<file path="config.mk">
export PLATFORM = sky130hd
export DESIGN_NAME = axis_pgroup_packer
export DESIGN_NICKNAME = d
export VERILOG_FILES = /design/src/rtl/axis_pgroup_packer.sv
export SDC_FILE = /design/constraint.sdc
export NUM_CORES = 1
export LEC_CHECK = 0
export CELL_PAD_IN_SITES_DETAIL_PLACEMENT = 0
export CELL_PAD_IN_SITES_GLOBAL_PLACEMENT = 1
export CORE_UTILIZATION = 43
export DETAILED_ROUTE_END_ITERATION = 6
export PLACE_DENSITY = 0.93
export SYNTH_ARGS = -nofsm -noshare
export SYNTH_HDL_FRONTEND = slang
export SYNTH_SLANG_ARGS = --single-unit
</file>
<file path="constraint.sdc">
create_clock -name clk -period 5.99 [get_ports clk]
set_clock_uncertainty 0.1 [all_clocks]
set_input_delay 1.198 -clock clk [delete_from_list [all_inputs] [get_ports clk]]
set_output_delay 1.198 -clock clk [all_outputs]
set_load 0.03 [all_outputs]
</file>
<file path="src/rtl/axis_pgroup_packer.sv">
// rtl/axis_pgroup_packer.sv - packs AXI4 R beats into pixel groups on an AXI-Stream master
// Optional RRESP error flag enabled by defining AXIS_PGROUP_PACKER_ERR_EN.
module axis_pgroup_packer #(
  parameter int IN_DATA_W     = 64,
  parameter int OUT_DATA_W    = 256,
  parameter int AXIS_TID_W    = 2,
  parameter int AXIS_TDEST_W  = 1,
  parameter int FRAME_PGROUPS = 1200
) (
  input  logic                      clk,
  input  logic                      rst_n,
  input  logic [IN_DATA_W-1:0]      s_rdata_i,
  input  logic [1:0]                s_rresp_i,
  input  logic                      s_rlast_i,
  input  logic                      s_rvalid_i,
  output logic                      s_rready_o,
  input  logic [AXIS_TID_W-1:0]     cfg_tid_i,
  input  logic [AXIS_TDEST_W-1:0]   cfg_tdest_i,
  output logic [AXIS_TID_W-1:0]     m_tid_o,
  output logic [AXIS_TDEST_W-1:0]   m_tdest_o,
  output logic [OUT_DATA_W-1:0]     m_tdata_o,
  output logic [OUT_DATA_W/8-1:0]   m_tkeep_o,
  output logic [OUT_DATA_W/8-1:0]   m_tstrb_o,
  output logic                      m_tlast_o,
  output logic                      m_tvalid_o,
  input  logic                      m_tready_i,
  output logic                      err_o,
  input  logic                      err_clr_i
);

  localparam int RATIO  = OUT_DATA_W / IN_DATA_W;
  localparam int LANE_W = $clog2(RATIO);
  localparam int GRP_W  = (FRAME_PGROUPS > 1) ? $clog2(FRAME_PGROUPS) : 1;

  logic [LANE_W-1:0]     lane;
  logic [GRP_W-1:0]      grp;
  logic [OUT_DATA_W-1:0] acc;
  logic [OUT_DATA_W-1:0] group_data;
  logic                  final_beat;
  logic                  r_hs;
  logic                  load;
  logic                  grp_last;

  // A beat closes the group on the top lane or on an early rlast; only such
  // beats need room in the output slot, so partial lanes keep flowing.
  assign final_beat = (lane == LANE_W'(RATIO - 1)) || s_rlast_i;
  assign s_rready_o = ~final_beat | ~m_tvalid_o | m_tready_i;
  assign r_hs       = s_rvalid_i & s_rready_o;
  assign load       = r_hs & final_beat;
  assign grp_last   = (grp == GRP_W'(FRAME_PGROUPS - 1));

  // acc holds zeros above the current lane, which provides the padding for
  // groups cut short by rlast.
  assign group_data = acc | (OUT_DATA_W'(s_rdata_i) << (lane * IN_DATA_W));

  assign m_tkeep_o = '1;
  assign m_tstrb_o = '1;

  always_ff @(posedge clk or negedge rst_n) begin
    if (!rst_n) begin
      lane       <= '0;
      grp        <= '0;
      acc        <= '0;
      m_tvalid_o <= 1'b0;
      m_tlast_o  <= 1'b0;
      m_tdata_o  <= '0;
      m_tid_o    <= '0;
      m_tdest_o  <= '0;
    end else begin
      if (r_hs) begin
        if (final_beat) begin
          lane <= '0;
          acc  <= '0;
        end else begin
          lane <= lane + 1'b1;
          acc  <= group_data;
        end
      end
      if (load) begin
        m_tvalid_o <= 1'b1;
        m_tdata_o  <= group_data;
        m_tid_o    <= cfg_tid_i;
        m_tdest_o  <= cfg_tdest_i;
        m_tlast_o  <= grp_last;
        grp        <= grp_last ? '0 : grp + 1'b1;
      end else if (m_tready_i) begin
        m_tvalid_o <= 1'b0;
      end
    end
  end

`ifdef AXIS_PGROUP_PACKER_ERR_EN
  logic err_q;

  always_ff @(posedge clk or negedge rst_n) begin
    if (!rst_n) begin
      err_q <= 1'b0;
    end else if (r_hs && (s_rresp_i != 2'b00)) begin
      err_q <= 1'b1;
    end else if (err_clr_i) begin
      err_q <= 1'b0;
    end
  end

  assign err_o = err_q;
`else
  assign err_o = 1'b0;
`endif

endmodule

</file>
Yosys cells after proc, flatten, opt, wreduce, memory -nomap -nowiden
Index checks and enable logic that the tools add are counted.
{ "word_totals": {"wordCells": 27, "input_bits": 75, "reg_bits": 530} }
{ "classes": {"muxes": 5, "n_reduce_logical": 2, "n_eq_ne": 2, "shifts": 1, "bitwise": 7, "n_addsub": 2} }
{ "ops": {"columns": ["cell", "n"], "rows": [
  ["$mux W256", 1],
  ["$or A256 B256 Y256", 1],
  ["$shl A64 B8 Y256", 1],
  ["$add A11 B1 Y11 const B", 1],
  ["$eq A11 B11 Y1 const B", 1],
  ["$mux W11", 1],
  ["$add A2 B1 Y2 const B", 1],
  ["$and A1 B1 Y1", 2],
  ["$eq A2 B2 Y1 const B", 1],
  ["$mux W1", 2],
  ["$mux W2", 1],
  ["$not A1 Y1", 2],
  ["$or A1 B1 Y1", 2],
  ["$reduce_bool A2 Y1", 1],
  ["$logic_or A1 B1 Y1", 1]
]} }

Depth between registers and ports, before layout
{ "logic_depth": {"depth_word": 8, "ltp_mapped": 10, "mapped_depth_nobuf": 5} }

Worst setup path before layout
Ideal clock, no wire load.
{ "synth_timing": {"path_kind": "input to output", "from": "in m_tready_i", "to": "out s_rready_o", "t_arrival_ns": 1.776, "path_stages": 2, "required_ns": 4.692, "setup_slack_ns": 2.916, "n_path_buf": 0, "path_cell_list": "nor2b_1 nand2_1"} }
{ "synth_via": {"elab_chain_len": 1} }
{ "synth_rtl": {"columns": ["element", "line", "rtl"], "rows": [
  ["from (decl)", "26", "input logic m_tready_i,"],
  ["$or A1 B1 Y1", "47", "assign s_rready_o = ~final_beat | ~m_tvalid_o | m_tready_i;"],
  ["to (decl)", "16", "output logic s_rready_o,"]
]} }
No other way between the ends.

Worst setup path after layout
Ends and elaborated chain as after synthesis.

==> impl_metrics.json <==
{
  "cts_sinks": 530,
  "worstSkewPairLatency_ps": 610,
  "highest_layer": "met4",
  "maxSlewViolCount": 0,
  "hold_depth": 2,
  "crit_type": "input port to primary output",
  "syn_inst": 2159,
  "synth.avg_cell_area_um2": 9.767,
  "overflow": 0,
  "root_buffer": "clkbuf_16",
  "finalSetupViolCount": 0,
  "period_needed_ps": 4075,
  "hp-class": "flip-flop to flip-flop",
  "cp.arrival_ps": 2780,
  "fp.coreArea_um2": 48050,
  "worst_hold_slack_ps": 376.9,
  "ff2ff_path_depth": 5,
  "ant_nets": 0,
  "die_w_um": 223.5,
  "cts.path.max_buffers": 3,
  "wl_met2_um": 25830,
  "antenna_found_initial": 1,
  "wl_um": 54330,
  "status": "finished clean",
  "cp-end-kind": "primary output",
  "synth.most_common_cell": "dfrtp_1",
  "drt-met1-wl_um": 23110,
  "routed_via_density": 5.288,
  "synth_area_leaders": "dfrtp_1 63%, a21oi_1 12%, o21ai_0 6.1%",
  "path_clk_slew_ps": 60,
  "p_per_area_nw_per_um2": 470.9,
  "yosysSeqAreaShare_pct": 62.89,
  "ys_seq_elements": 530,
  "diodes": 0,
  "rows": 80,
  "cts_tree": "yes",
  "worstPathRequired_ps": 4690,
  "fillerInstances": 4193,
  "finalHoldViolCount": 0,
  "critPathMaxFanout": 5,
  "cts_hold_buf": 0,
  "fin_util_pct": 54.28,
  "period_share_pct": 68.04,
  "first_global_vias": 15690,
  "fmax_mhz": 245.4,
  "grt_max_degree": 149,
  "p_leak_uw": 0.01170,
  "irDropWorstVdd_v": 0.0003073,
  "grt_usage_pct": 21.83,
  "die-area_um2": 49930,
  "cp-start-kind": "input port",
  "yosysWarnings": 0,
  "rsz0062_at_grt": "false",
  "ioPinCount": 402,
  "initial_core_util_pct": 43.89,
  "die_h_um": 223.5,
  "synth_enable_flop_cells": 0,
  "synthDominantCellAreaShare_pct": 62.89,
  "async_reset_ff_share_pct": 100.0,
  "routedWlPerCell_um": 18.01,
  "routed-wl-met3_um": 3933,
  "grt_pass1_wl_um": 87210,
  "synth_common_cells": "530 x dfrtp_1, 494 x a21oi_1, 276 x nand2_1",
  "drc": 0,
  "worst_slew_pin_slew_ps": 1066,
  "cts_resized": 0,
  "synth_cell_types": 36,
  "drtIter0Drc": 1266,
  "tns_ps": 0,
  "numCtsBuffers": 55,
  "drive_above_1_share_pct": 6.578,
  "nNetsFinal": 2437,
  "firstDrtPassIters": 5,
  "yosys.area.top_type": "dfrtp_1",
  "num_vias": 15950,
  "cts-htree-levels": 2,
  "slew_headroom_pct": 28.90,
  "synthesis.area_um2": 21090,
  "cts_setup_buffers": 0,
  "gp_congestion": 0.7983,
  "synthFlopType": "dfrtp_1",
  "port_buffers": 333,
  "hpwl_um": 32230,
  "syn2layout_area_growth_pct": 23.66,
  "cap_viol_max_count": 0
}
layer usage:
layer | vias up | global-route usage, %
met5 | - | 0
met4 | 0 | 7.004
met3 | 99 | 5.413
met2 | 509 | 34.79
met1 | 7871 | 29.34
li1 | 7475 | -
where the power goes:
part           total (uW)  leakage, uW  switching (uW)  internal [uW]
logic                3840      0.00381            2420           1420
clock network        3420     0.000896            1400           2020
registers            5020      0.00700             553           4470
cell usage in the layout, fill, tap and decap left out, types with 5 or more instances in the layout:
cell type	Yosys	final
dfrtp_1	530	530
a21oi_1	494	494
clkdlybuf4s50_1	0	332
nand2_1	276	276
o21ai_0	258	258
nor2_1	243	242
conb_1	2	65
clkbuf_16	0	56
a21oi_2	20	20
nor2_2	20	20
buf_4	66	14
clkbuf_1	79	13
clkbuf_8	0	11
clkinv_2	0	10
buf_12	0	6
nand4_1	5	5
critical path, stage by stage:
cell and delay [ps]:
clkdlybuf4s50_1 420, nor2b_1 420, nand2_1 100, clkdlybuf4s50_1 630
final cells by class:
class	instances	area, um^2	share of cell area, %
clock inverters	19	219.0	0.8397
multi-input cells	1418	6654	25.52
flip-flops and latches	530	13260	50.86
repair buffers	353	3563	13.66
inverters	2	7.507	0.02879
clock buffers	80	1602	6.141
well taps	615	769.5	2.951
flip-flops by register name, summed over array words and instances (netlist names):
| name | cells |
|---|---|
| acc | 256 |
| lane | 2 |
| m_tvalid_o | 1 |
| m_tid_o | 2 |
| grp | 11 |
| m_tdata_o | 256 |
| m_tlast_o | 1 |
| m_tdest_o | 1 |
metrics by stage:
| stage | setup WS (ps) | cell area (um^2) | power (uW) | std cells |
|---|---|---|---|---|
| 2_1_floorplan | 2916 | 21320 | 7255 | 2222 |
| 3_3_place_gp | 1906 | 24260 | 8810 | 2918 |
| 3_5_place_dp | 1907 | 24260 | 8923 | 2918 |
| 4_1_cts | 1899 | 26080 | 12380 | 3017 |
| 5_1_grt | 1856 | 26080 | 12900 | 3017 |
| 6_report | 1915 | 26080 | 12280 | 3017 |
kinds of logic (layout without fill, tap and decap cells):
| family | Yosys count | count (layout) | synth area share [%] |
|---|---|---|---|
| other | 2 | 65 | 0.03561 |
| AOI/OAI and AO/OA | 783 | 783 | 19.22 |
| and+or+nand+nor | 562 | 562 | 10.53 |
| adders and majority gates | 2 | 2 | 0.1186 |
| buffers and inverters | 274 | 454 | 6.954 |
| xor gates and xnor gates | 6 | 6 | 0.2492 |
| DFF | 530 | 530 | 62.89 |
path summary, 6_finish.rpt:
path                                      startpoint                         end  slack [ps]
setup / recovery                          m_tready_i                  s_rready_o        1910
hold / removal             m_tdata_o[60]$_DFFE_PN0P_   m_tdata_o[60]$_DFFE_PN0P_         380
setup reg to reg                 lane[1]$_DFFE_PN0P_        acc[167]$_DFFE_PN0P_        2850
hold reg to reg            m_tdata_o[60]$_DFFE_PN0P_   m_tdata_o[60]$_DFFE_PN0P_         380
max in group asynchronous                      rst_n        acc[123]$_DFFE_PN0P_        3890
min in group asynchronous                      rst_n  m_tdata_o[177]$_DFFE_PN0P_         560
Power figures use the tool's default switching activity.
